## src/rtl/noise_voice_sched_pkg.sv

```systemverilog
// Shared types and constants for the time-multiplexed noise voice scheduler.
// Latency: n/a (declarations and pure functions only).
// Backpressure: n/a.
package noise_voice_sched_pkg;

    localparam logic [15:0]        LFSR_SEED  = 16'hACE1;
    localparam logic signed [16:0] SAMPLE_MAX = 17'sd32767;
    localparam logic signed [16:0] SAMPLE_MIN = -17'sd32768;

    // Per-voice architectural state; counter never exceeds crush while enabled.
    typedef struct packed {
        logic        en;
        logic [16:0] crush;
        logic [16:0] counter;
        logic [15:0] lfsr;
    } voice_state_t;

    typedef enum logic {
        ST_IDLE = 1'b0,
        ST_EMIT = 1'b1
    } sched_state_t;

    // Right-shifting Fibonacci LFSR, taps on bits 0, 2, 3 and 5.
    function automatic logic [15:0] lfsr_next(input logic [15:0] l);
        return {l[0] ^ l[2] ^ l[3] ^ l[5], l[15:1]};
    endfunction

    // Full-scale square sample from the LFSR output bit; silent when disabled.
    function automatic logic signed [16:0] voice_sample(input voice_state_t v);
        if (!v.en) begin
            return '0;
        end
        return v.lfsr[0] ? SAMPLE_MAX : SAMPLE_MIN;
    endfunction

endpackage

```

## src/rtl/noise_lfsr_step.sv

```systemverilog
// Shared noise datapath: computes one voice's sample and its post-sample state.
// Latency: purely combinational.
// Backpressure: none; the caller decides when to commit the next state.
module noise_lfsr_step
    import noise_voice_sched_pkg::*;
(
    input  voice_state_t       cur,
    output voice_state_t       nxt,
    output logic signed [16:0] sample
);

    // Crush counter gates LFSR advance; a disabled voice is frozen.
    always_comb begin
        nxt = cur;
        if (cur.en) begin
            if (cur.counter >= cur.crush) begin
                nxt.counter = '0;
                nxt.lfsr    = lfsr_next(cur.lfsr);
            end else begin
                nxt.counter = cur.counter + 17'd1;
            end
        end
    end

    assign sample = voice_sample(cur);

endmodule

```

## src/rtl/noise_voice_sched.sv

```systemverilog
// Sweeps all noise voices through one shared LFSR step on every sample_tick.
// Latency: first sample valid 1 cycle after the tick, then one voice per cycle.
// Backpressure: outputs hold while out_ready is low; ticks arriving mid-sweep are dropped and flagged.
module noise_voice_sched
    import noise_voice_sched_pkg::*;
#(
    parameter int          NUM_VOICES = 4,
    parameter logic [15:0] SEED       = LFSR_SEED,
    localparam int         VW         = (NUM_VOICES > 1) ? $clog2(NUM_VOICES) : 1
)(
    input  logic               clk,
    input  logic               rst,
    input  logic               sample_tick,
    input  logic               cfg_we,
    input  logic [VW-1:0]      cfg_voice,
    input  logic               cfg_en,
    input  logic [16:0]        cfg_crush,
    input  logic               cfg_reseed,
    output logic               out_valid,
    input  logic               out_ready,
    output logic [VW-1:0]      out_voice,
    output logic signed [16:0] out_sample,
    output logic               busy,
    output logic               overrun
);

    sched_state_t       state;
    sched_state_t       state_nxt;
    logic [VW-1:0]      idx;
    logic [VW-1:0]      idx_nxt;
    logic               load;
    logic               last;
    logic               hs;
    voice_state_t       voices [NUM_VOICES];
    voice_state_t       step_cur;
    voice_state_t       step_nxt;
    logic signed [16:0] step_sample;
    logic signed [16:0] entry_sample;

    assign last      = (idx == VW'(NUM_VOICES - 1));
    assign hs        = (state == ST_EMIT) && out_ready;
    assign out_valid = (state == ST_EMIT);
    assign busy      = (state == ST_EMIT);
    assign out_voice = idx;

    // While idle the datapath looks at voice 0 so its sample can be preloaded on the tick;
    // during a sweep it works on the displayed voice to produce the write-back.
    assign step_cur = (state == ST_EMIT) ? voices[idx] : voices[0];

    noise_lfsr_step u_step (
        .cur    (step_cur),
        .nxt    (step_nxt),
        .sample (step_sample)
    );

    // Sample of the voice about to be displayed: voice 0 from the datapath at sweep start,
    // otherwise a lookahead on the next voice, which has not been touched yet this sweep.
    assign entry_sample = (state == ST_IDLE) ? step_sample : voice_sample(voices[idx_nxt]);

    // FSM state register.
    always_ff @(posedge clk or posedge rst) begin
        if (rst) begin
            state <= ST_IDLE;
        end else begin
            state <= state_nxt;
        end
    end

    // Next-state, next-index and output-load decode.
    always_comb begin
        state_nxt = state;
        idx_nxt   = idx;
        load      = 1'b0;
        case (state)
            ST_IDLE: begin
                if (sample_tick) begin
                    state_nxt = ST_EMIT;
                    idx_nxt   = '0;
                    load      = 1'b1;
                end
            end
            ST_EMIT: begin
                if (out_ready) begin
                    if (last) begin
                        state_nxt = ST_IDLE;
                    end else begin
                        idx_nxt = idx + 1'b1;
                        load    = 1'b1;
                    end
                end
            end
            default: begin
                state_nxt = ST_IDLE;
            end
        endcase
    end

    // Sweep index, held sample and sticky overrun flag.
    always_ff @(posedge clk or posedge rst) begin
        if (rst) begin
            idx        <= '0;
            out_sample <= '0;
            overrun    <= 1'b0;
        end else begin
            idx <= idx_nxt;
            if (load) begin
                out_sample <= entry_sample;
            end
            if (sample_tick && (state == ST_EMIT)) begin
                overrun <= 1'b1;
            end
        end
    end

    // Voice state: handshake write-back first, config write second so it takes priority.
    always_ff @(posedge clk or posedge rst) begin
        if (rst) begin
            for (int v = 0; v < NUM_VOICES; v++) begin
                voices[v] <= '{en: 1'b0, crush: 17'd0, counter: 17'd0, lfsr: SEED};
            end
        end else begin
            for (int v = 0; v < NUM_VOICES; v++) begin
                if (hs && (idx == VW'(v))) begin
                    voices[v] <= step_nxt;
                end
                if (cfg_we && (cfg_voice == VW'(v))) begin
                    voices[v].en    <= cfg_en;
                    voices[v].crush <= cfg_crush;
                    if (cfg_reseed) begin
                        voices[v].lfsr    <= SEED;
                        voices[v].counter <= '0;
                    end
                end
            end
        end
    end

endmodule

```

## config.mk

```make
export PLATFORM = sky130hd
export DESIGN_NAME = noise_voice_sched
export DESIGN_NICKNAME = d
export VERILOG_FILES = /design/src/rtl/noise_voice_sched_pkg.sv /design/src/rtl/noise_lfsr_step.sv /design/src/rtl/noise_voice_sched.sv
export SDC_FILE = /design/constraint.sdc
export NUM_CORES = 1
export LEC_CHECK = 0
export CAP_MARGIN = 40
export CORE_MARGIN = 8
export CORE_UTILIZATION = 32
export DETAILED_ROUTE_END_ITERATION = 8
export SKIP_LAST_GASP = 1
export SLEW_MARGIN = 20
export SYNTH_ARGS = -nofsm -noshare
export SYNTH_HDL_FRONTEND = slang
export SYNTH_SLANG_ARGS = --single-unit
```

## constraint.sdc

```tcl
create_clock -name clk -period 8.4 [get_ports clk]
set_input_delay 2.1 -clock clk [delete_from_list [all_inputs] [get_ports clk]]
set_output_delay 2.1 -clock clk [all_outputs]
set_load 0.1 [all_outputs]
```

==> impl_metrics.xml, run 1 <==
<?xml version="1.0" encoding="UTF-8"?>
<metrics>
  <group name="status">
    <metric name="run_status" unit="">completed</metric>
  </group>
  <group name="setup_path">
    <metric name="timing.critical_path.slowest_cell_delay" unit="ns">0.72</metric>
    <metric name="crit_path_start_kind" unit="">flip-flop</metric>
    <metric name="cp-end-kind" unit="">flip-flop</metric>
    <metric name="cp_data_arrival_time" unit="ns">5.65</metric>
    <metric name="crit_required" unit="ns">8.87</metric>
    <metric name="crit_type" unit="">flip-flop to flip-flop</metric>
    <metric name="worstPathMaxFanout" unit="">40</metric>
    <metric name="crit_slowest_cell" unit="">sky130_fd_sc_hd__nor2_1</metric>
    <metric name="worstPathCellList" unit="">buf_4 &gt; nand2_1 &gt; o22ai_1 &gt; a221o_1 &gt; inv_1 &gt; ha_1 &gt; nand4_1 &gt; nor3_1 &gt; nor3_1 &gt; a41oi_4 &gt; buf_4 &gt; nor2_1 &gt; a22o_1</metric>
  </group>
  <group name="logic_synthesis">
    <metric name="postSynthRegisterBits" unit="">210</metric>
    <metric name="synth_area" unit="mm2">0.0110</metric>
    <metric name="synth-seq-area-share" unit="%">48.3</metric>
    <metric name="total_nets_after_synthesis" unit="">1110</metric>
    <metric name="ys_async_sr_fraction" unit="%">100</metric>
    <metric name="synth-edff-count" unit="">0</metric>
    <metric name="netlist_instances" unit="">1066</metric>
    <metric name="synth_area_per_cell" unit="um2">10.3</metric>
    <metric name="ys.flop_type" unit="">sky130_fd_sc_hd__dfrtp_1</metric>
    <metric name="ys_types" unit="">58</metric>
    <metric name="ys_warn_count" unit="">0</metric>
  </group>
  <group name="floorplan">
    <metric name="placementRows" unit="">67</metric>
    <metric name="core_area" unit="mm2">0.0336</metric>
    <metric name="die_h" unit="um">201</metric>
    <metric name="chipWidth" unit="um">201</metric>
    <metric name="ios" unit="">48</metric>
    <metric name="initial_utilization" unit="%">32.6</metric>
    <metric name="dieArea" unit="mm2">0.0404</metric>
  </group>
  <group name="route">
    <metric name="drt-pass1-iter-count" unit="">5</metric>
    <metric name="detail-route-antenna-nets" unit="">0</metric>
    <metric name="drt_iter0_drc" unit="">765</metric>
    <metric name="number_of_remaining_drc_errors" unit="">0</metric>
    <metric name="via_per_inst" unit="">5.50</metric>
    <metric name="post_drt_wl_per_cell" unit="um">19.8</metric>
    <metric name="finalWirelength" unit="um">31200</metric>
    <metric name="vias" unit="">8664</metric>
  </group>
  <group name="placement">
    <metric name="finalWeightedCongestion" unit="">0.854</metric>
    <metric name="place.port_buffers" unit="">47</metric>
    <metric name="dp_hpwl" unit="um">20800</metric>
    <metric name="dpl.cell_count" unit="">1526</metric>
    <metric name="placed_cell_area" unit="mm2">0.0121</metric>
  </group>
  <group name="clock_tree">
    <metric name="numClockSinks" unit="">210</metric>
    <metric name="cts.clk_slew.worst_paths" unit="ns">0.07</metric>
    <metric name="cts_setup_buffers" unit="">0</metric>
    <metric name="cts-root-buf" unit="">sky130_fd_sc_hd__clkbuf_16</metric>
    <metric name="max-clock-path-buffers" unit="">3</metric>
    <metric name="clock_insertion_delay_worst_skew" unit="ns">0.54</metric>
    <metric name="ctsResizeCount" unit="">0</metric>
    <metric name="cts_hold_repair.buffers" unit="">0</metric>
    <metric name="tritoncts_clock_tree" unit="">built</metric>
    <metric name="tritoncts.num_buffers" unit="">24</metric>
    <metric name="cts_max_level" unit="">1</metric>
  </group>
  <group name="power_and_ir_drop">
    <metric name="p_leak" unit="nW">5.64</metric>
    <metric name="power.total" unit="mW">5.35</metric>
    <metric name="vdd_ir_drop_max" unit="mV">0.169</metric>
    <metric name="power.density_cell_area" unit="mW/mm2">413</metric>
  </group>
  <group name="timing">
    <metric name="grt_setup_unrepaired" unit="">false</metric>
    <metric name="fin_skew" unit="ns">0.0260</metric>
    <metric name="max_freq" unit="MHz">193</metric>
    <metric name="timing.final.crit_period" unit="ns">5.18</metric>
    <metric name="final-hold-violation-count" unit="">0</metric>
    <metric name="setup-violations-final" unit="">0</metric>
    <metric name="max_transition_viols_final" unit="">0</metric>
    <metric name="ratio_of_final_minimum_period_to_clock_period" unit="%">61.7</metric>
    <metric name="tightest_pin_transition" unit="ns">0.859</metric>
    <metric name="relSlewSlack" unit="%">42.5</metric>
    <metric name="fin_setup_tns" unit="ns">0</metric>
  </group>
  <group name="grt">
    <metric name="groute.layer.met2.usage" unit="%">23.8</metric>
    <metric name="first_global_vias" unit="">8582</metric>
    <metric name="globalRoute.busiestLayer" unit="">met2</metric>
    <metric name="grt_util_all_layers" unit="%">15.1</metric>
    <metric name="grt_util_met3" unit="%">2.31</metric>
    <metric name="overflow" unit="">0</metric>
    <metric name="grt_max_degree" unit="">113</metric>
    <metric name="grt_antenna_before_repair" unit="">0</metric>
    <metric name="groute.layer.met1.usage" unit="%">21.1</metric>
    <metric name="grt_first_pass_wirelength" unit="um">50200</metric>
  </group>
  <group name="final_layout">
    <metric name="finalNetCount" unit="">1152</metric>
    <metric name="area_growth_from_synthesis_to_final_layout" unit="%">18.3</metric>
    <metric name="fin_cells" unit="">1574</metric>
    <metric name="layout.core_utilization" unit="%">38.6</metric>
    <metric name="fraction_of_layout_instances_using_a_drive_strength_above_1" unit="%">19.4</metric>
    <metric name="fin_area" unit="mm2">0.0130</metric>
    <metric name="antenna-diode-count" unit="">0</metric>
  </group>
  <group name="run">
    <metric name="max-cap-violations" unit="">0</metric>
  </group>
  <group name="hold_path">
    <metric name="worst_hold_path_type" unit="">flip-flop to flip-flop</metric>
  </group>
</metrics>
registers in the layout (all words and copies together), names as in the netlist:
register and count:
voices 204, busy 1, overrun 1, out_voice 2, out_sample 2
kinds of logic after synthesis:
kind of cell	after synthesis	synth area share (%)
AO/OA/AOI/OAI	296	18.2
multiplexers	138	13.7
buffers and inverters	110	4.89
AND/OR/NAND/NOR	278	11.5
adder cells (fa/ha/maj)	18	2.06
flip-flops	210	48.3
XOR/XNOR	16	1.28
cells in the mapped netlist, drive strengths merged, types with 6 or more instances:
library cell / number / area share (%)
nand4: 6 / 0.34
dfstp: 32 / 7.7
nor3: 13 / 0.78
a31oi: 7 / 0.40
o22a: 14 / 1.1
buf: 48 / 2.8
inv: 28 / 0.96
a22oi: 12 / 0.82
nand2: 63 / 2.2
a22o: 57 / 4.6
nand3: 23 / 1.1
xnor2: 12 / 0.96
o21ai: 54 / 2.5
clkbuf: 34 / 1.2
a21oi: 84 / 3.8
mux2i: 56 / 5.1
ha: 18 / 2.1
dfrtp: 178 / 41
a221o: 15 / 1.4
nand2b: 9 / 0.51
nor2: 132 / 4.5
mux2: 80 / 8.2
o22ai: 25 / 1.4
stage by stage:
stage	hold slack [ns]	worst slack, ns
2_1_floorplan	0.455	0.615
3_3_place_gp	0.447	3.33
3_5_place_dp	0.448	3.34
4_1_cts	0.463	3.29
5_1_grt	0.488	3.03
6_report	0.458	3.22
routing by layer:
layer	wire length (um)	share of wire, %	vias to the layer above
met2	14400	46	289
met4	614	2.0	0
met5	0	0	-
li1	-	-	3949
met3	1760	5.6	36
met1	14400	46	4390
cells in the final DEF, fill, tap and decap left out, types with 3 or more instances in the layout:
master                            count
sky130_fd_sc_hd__mux2i_1             56
sky130_fd_sc_hd__clkinv_2             6
sky130_fd_sc_hd__o21ai_0             53
sky130_fd_sc_hd__nor2b_1              4
sky130_fd_sc_hd__mux2_2              80
sky130_fd_sc_hd__nor2_1             132
sky130_fd_sc_hd__buf_4               24
sky130_fd_sc_hd__a211oi_1             3
sky130_fd_sc_hd__and2_1               4
sky130_fd_sc_hd__a22oi_1             12
sky130_fd_sc_hd__nand3b_1             5
sky130_fd_sc_hd__ha_1                18
sky130_fd_sc_hd__a21o_1               4
sky130_fd_sc_hd__o2bb2ai_1            4
sky130_fd_sc_hd__a221o_1             15
sky130_fd_sc_hd__nand3_1             22
sky130_fd_sc_hd__nand2b_1             9
sky130_fd_sc_hd__xor2_1               4
sky130_fd_sc_hd__buf_8               22
sky130_fd_sc_hd__or3_1                4
sky130_fd_sc_hd__a31oi_1              7
sky130_fd_sc_hd__a21oi_1             84
sky130_fd_sc_hd__o221ai_1             4
sky130_fd_sc_hd__nor3_2               3
sky130_fd_sc_hd__nand4_1              6
sky130_fd_sc_hd__nor3_1               9
sky130_fd_sc_hd__xnor2_1             12
sky130_fd_sc_hd__buf_16               3
sky130_fd_sc_hd__o22a_1              14
sky130_fd_sc_hd__clkdlybuf4s50_1     47
sky130_fd_sc_hd__nand2_1             63
sky130_fd_sc_hd__clkbuf_1             8
sky130_fd_sc_hd__inv_1               27
sky130_fd_sc_hd__o22ai_1             25
sky130_fd_sc_hd__dfrtp_1            176
sky130_fd_sc_hd__clkbuf_16           24
sky130_fd_sc_hd__dfstp_2             32
sky130_fd_sc_hd__a22o_1              57
cell type report:
type	instances	area, um2
Clock buffer	34	658
Clock inverter	10	95.1
Fill cell	3303	20600
Inverter	28	113
Multi-Input combinational cell	746	5160
Sequential cell	210	5300
Tap cell	448	561
Timing Repair Buffer	98	1080
where the power goes:
part	leakage, nW	switching (mW)	internal (mW)	total [mW]
combinational	2.70	1.78	1.03	2.80
clock	0.370	0.434	0.581	1.01
sequential	2.57	0.192	1.34	1.53
worst paths after layout:
kind	startpoint	endpoint	slack, ns	cells past startpoint
worst max-delay path	out_voice[1]$_DFF_PP0_	voices[178]$_DFF_PP0_	3.22	13
worst min-delay path	overrun$_DFFE_PP0P_	overrun$_DFFE_PP0P_	0.46	1
max in group asynchronous	rst	busy$_DFF_PP0_	5.22	4
min in group asynchronous	rst	voices[4]$_DFF_PP0_	1.96	2
worst max register to register	out_voice[1]$_DFF_PP0_	voices[178]$_DFF_PP0_	3.22	13
worst min register to register	overrun$_DFFE_PP0P_	overrun$_DFFE_PP0P_	0.46	1
worst max-delay path, delay by kind of cell (launching register included):
family / cells / cell delay (ns)
AOI/OAI and AO/OA: 4 / 1.05
adders and majority gates: 1 / 0.33
buffers and inverters: 3 / 0.96
DFF: 1 / 0.65
and+or+nand+nor: 5 / 2.03
No activity file was read; power rests on OpenSTA's default activity.
==> inputs of run 2 (changes only) <==
==> constraint.sdc (replaced) <==
create_clock -name clk -period 5 [get_ports clk]
set_input_delay 1.25 -clock clk [delete_from_list [all_inputs] [get_ports clk]]
set_output_delay 1.25 -clock clk [all_outputs]
set_load 0.1 [all_outputs]
==> run 2 against run 1 <==
Against the previous run: highest routed layer unchanged; routed wire length grew 1.3%; die area is the same; cell area grew 1.5%; maximum frequency grew 18%; global-route usage grew 0.12 points.
==> impl_metrics.xml, run 2 (synthesis results as in run 1) <==
<?xml version="1.0" encoding="UTF-8"?>
<metrics>
  <group name="timing">
    <metric name="setup-violations-final" unit="">0</metric>
    <metric name="relSlewSlack" unit="%">41.9</metric>
    <metric name="max_freq" unit="MHz">227</metric>
    <metric name="grt_setup_unrepaired" unit="">false</metric>
    <metric name="ratio_of_final_minimum_period_to_clock_period" unit="%">88.2</metric>
    <metric name="timing.final.crit_period" unit="ns">4.41</metric>
    <metric name="max_transition_viols_final" unit="">0</metric>
    <metric name="fin_setup_tns" unit="ns">0</metric>
    <metric name="fin_skew" unit="ns">0.0178</metric>
    <metric name="final-hold-violation-count" unit="">0</metric>
    <metric name="tightest_pin_transition" unit="ns">0.871</metric>
  </group>
  <group name="route">
    <metric name="drt-pass1-iter-count" unit="">5</metric>
    <metric name="via_per_inst" unit="">5.50</metric>
    <metric name="drt_iter0_drc" unit="">823</metric>
    <metric name="number_of_remaining_drc_errors" unit="">0</metric>
    <metric name="post_drt_wl_per_cell" unit="um">19.9</metric>
    <metric name="detail-route-antenna-nets" unit="">0</metric>
    <metric name="finalWirelength" unit="um">31600</metric>
    <metric name="vias" unit="">8739</metric>
  </group>
  <group name="power_and_ir_drop">
    <metric name="p_leak" unit="nW">5.75</metric>
    <metric name="power.total" unit="mW">9.32</metric>
    <metric name="power.density_cell_area" unit="mW/mm2">708</metric>
    <metric name="vdd_ir_drop_max" unit="mV">0.291</metric>
  </group>
  <group name="clock_tree">
    <metric name="cts.clk_slew.worst_paths" unit="ns">0.06</metric>
    <metric name="ctsResizeCount" unit="">0</metric>
    <metric name="cts_max_level" unit="">1</metric>
    <metric name="tritoncts.num_buffers" unit="">25</metric>
    <metric name="numClockSinks" unit="">210</metric>
    <metric name="cts_hold_repair.buffers" unit="">0</metric>
    <metric name="clock_insertion_delay_worst_skew" unit="ns">0.53</metric>
    <metric name="max-clock-path-buffers" unit="">3</metric>
    <metric name="tritoncts_clock_tree" unit="">built</metric>
    <metric name="cts_setup_buffers" unit="">0</metric>
    <metric name="cts-root-buf" unit="">sky130_fd_sc_hd__clkbuf_16</metric>
  </group>
  <group name="setup_path">
    <metric name="worstPathCellList" unit="">and2_1 &gt; a221o_1 &gt; inv_1 &gt; ha_1 &gt; nand4_1 &gt; nor3_1 &gt; o21ai_0 &gt; a41oi_4 &gt; buf_4 &gt; mux2i_1 &gt; o22a_1</metric>
    <metric name="reg_to_reg_startpoint" unit="">busy$_DFF_PP0_</metric>
    <metric name="timing.critical_path.buf_inv" unit="">2</metric>
    <metric name="cp_data_arrival_time" unit="ns">4.87</metric>
    <metric name="worstPathMaxFanout" unit="">21</metric>
    <metric name="crit_slowest_cell" unit="">sky130_fd_sc_hd__and2_1</metric>
    <metric name="crit_path_start_kind" unit="">flip-flop</metric>
    <metric name="crit_required" unit="ns">5.46</metric>
    <metric name="crit_type" unit="">flip-flop to flip-flop</metric>
    <metric name="critical_path.startpoint" unit="">busy$_DFF_PP0_</metric>
    <metric name="timing.critical_path.slowest_cell_delay" unit="ns">0.76</metric>
    <metric name="path_delay_family" unit="">compound AO/OA/AOI/OAI gates</metric>
    <metric name="cp-end-kind" unit="">flip-flop</metric>
    <metric name="ff2ff_path_depth" unit="">11</metric>
    <metric name="setup.worst_path.end" unit="">voices[64]$_DFF_PP1_</metric>
    <metric name="reg2reg_setup_slack" unit="ns">0.59</metric>
    <metric name="crit-reg2reg-capture" unit="">voices[64]$_DFF_PP1_</metric>
    <metric name="cp_num_cells" unit="">11</metric>
  </group>
  <group name="hold_path">
    <metric name="worst_hold_path_type" unit="">flip-flop to flip-flop</metric>
  </group>
  <group name="final_layout">
    <metric name="area_growth_from_synthesis_to_final_layout" unit="%">20.2</metric>
    <metric name="finalNetCount" unit="">1167</metric>
    <metric name="max_reg_flops" unit="">204</metric>
    <metric name="fraction_of_layout_instances_using_a_drive_strength_above_1" unit="%">20.6</metric>
    <metric name="most_frequent_standard_cell_in_the_layout_excluding_fill_and_tap_cells" unit="">sky130_fd_sc_hd__dfrtp_1</metric>
    <metric name="most-common-layout-cells" unit="">sky130_fd_sc_hd__dfrtp_1, sky130_fd_sc_hd__nor2_1, sky130_fd_sc_hd__a21oi_1</metric>
    <metric name="antenna-diode-count" unit="">0</metric>
    <metric name="final-seq-area" unit="mm2">0.00530</metric>
    <metric name="layout.core_utilization" unit="%">39.2</metric>
    <metric name="largest_register" unit="">voices</metric>
    <metric name="multi_input_comb_area" unit="mm2">0.00515</metric>
    <metric name="fillerInstances" unit="">3216</metric>
  </group>
  <group name="status">
    <metric name="run_status" unit="">completed</metric>
  </group>
  <group name="floorplan">
    <metric name="initial_utilization" unit="%">32.6</metric>
    <metric name="placementRows" unit="">67</metric>
    <metric name="chipWidth" unit="um">201</metric>
    <metric name="die_h" unit="um">201</metric>
    <metric name="core_area" unit="mm2">0.0336</metric>
    <metric name="dieArea" unit="mm2">0.0404</metric>
    <metric name="ios" unit="">48</metric>
  </group>
  <group name="grt">
    <metric name="overflow" unit="">0</metric>
    <metric name="grt_util_all_layers" unit="%">15.2</metric>
    <metric name="grt_max_degree" unit="">137</metric>
    <metric name="first_global_vias" unit="">8718</metric>
    <metric name="grt_first_pass_wirelength" unit="um">50400</metric>
    <metric name="grt_antenna_before_repair" unit="">0</metric>
  </group>
  <group name="run">
    <metric name="max-cap-violations" unit="">0</metric>
  </group>
  <group name="placement">
    <metric name="dp_hpwl" unit="um">21300</metric>
    <metric name="place.port_buffers" unit="">47</metric>
    <metric name="finalWeightedCongestion" unit="">0.892</metric>
  </group>
</metrics>
-- run 2: cell types whose count changed in the layout (fill, tap and decap cells not counted), moves of 2 or more --
cell and delta:
sky130_fd_sc_hd__buf_4 +16, sky130_fd_sc_hd__clkbuf_8 +4, sky130_fd_sc_hd__clkinv_2 -4, sky130_fd_sc_hd__buf_12 +3, sky130_fd_sc_hd__bufinv_16 +3, sky130_fd_sc_hd__clkbuf_1 -3, sky130_fd_sc_hd__buf_16 -2, sky130_fd_sc_hd__buf_8 -2
sky130_fd_sc_hd__inv_8 -2
-- run 2: final cells by class --
type                       count  area share, %
inverter                      28          0.827
clock inverter                 8           1.12
multi-input combinational    746           39.1
clock buffer                  36           5.52
sequential                   210           40.3
timing repair buffer         112           8.89
tap                          448           4.26
-- run 2: stage by stage --
stage | cells | area, um2 | hold WS, ns | worst slack, ns
after CTS | 1588 | 13200 | 0.486 | 0.668
after detailed placement | 1544 | 12300 | 0.471 | 0.695
final | 1588 | 13200 | 0.472 | 0.589
after global placement | 1516 | 11900 | 0.478 | 0.623
after floorplan | 1066 | 11000 | 0.455 | 0.340
after global routing | 1588 | 13200 | 0.503 | 0.224
-- run 2: worst min path at each step --
stage                                from               endpoint  slack [ns]  depth (start not counted)
finish                overrun$_DFFE_PP0P_    overrun$_DFFE_PP0P_        0.47                          1
global route          overrun$_DFFE_PP0P_    overrun$_DFFE_PP0P_        0.50                          1
CTS                   overrun$_DFFE_PP0P_    overrun$_DFFE_PP0P_        0.49                          1
detailed placement    overrun$_DFFE_PP0P_    overrun$_DFFE_PP0P_        0.47                          1
global placement    voices[159]$_DFF_PP1_  voices[159]$_DFF_PP1_        0.48                          2
floorplan             voices[0]$_DFF_PP1_    voices[0]$_DFF_PP1_        0.46                          2
-- run 2: where the power goes --
part / switching [mW] / leakage [nW] / internal [mW]
Combinational: 3.02 / 2.76 / 1.76
Clock: 0.722 / 0.430 / 1.21
Sequential: 0.359 / 2.57 / 2.26
-- run 2: routing by layer --
layer / global-route usage [%] / part of all wire, %
met1: 21.5 / 46
met2: 23.5 / 45
met3: 2.00 / 5.9
met4: 5.41 / 2.8
met5: 0 / 0
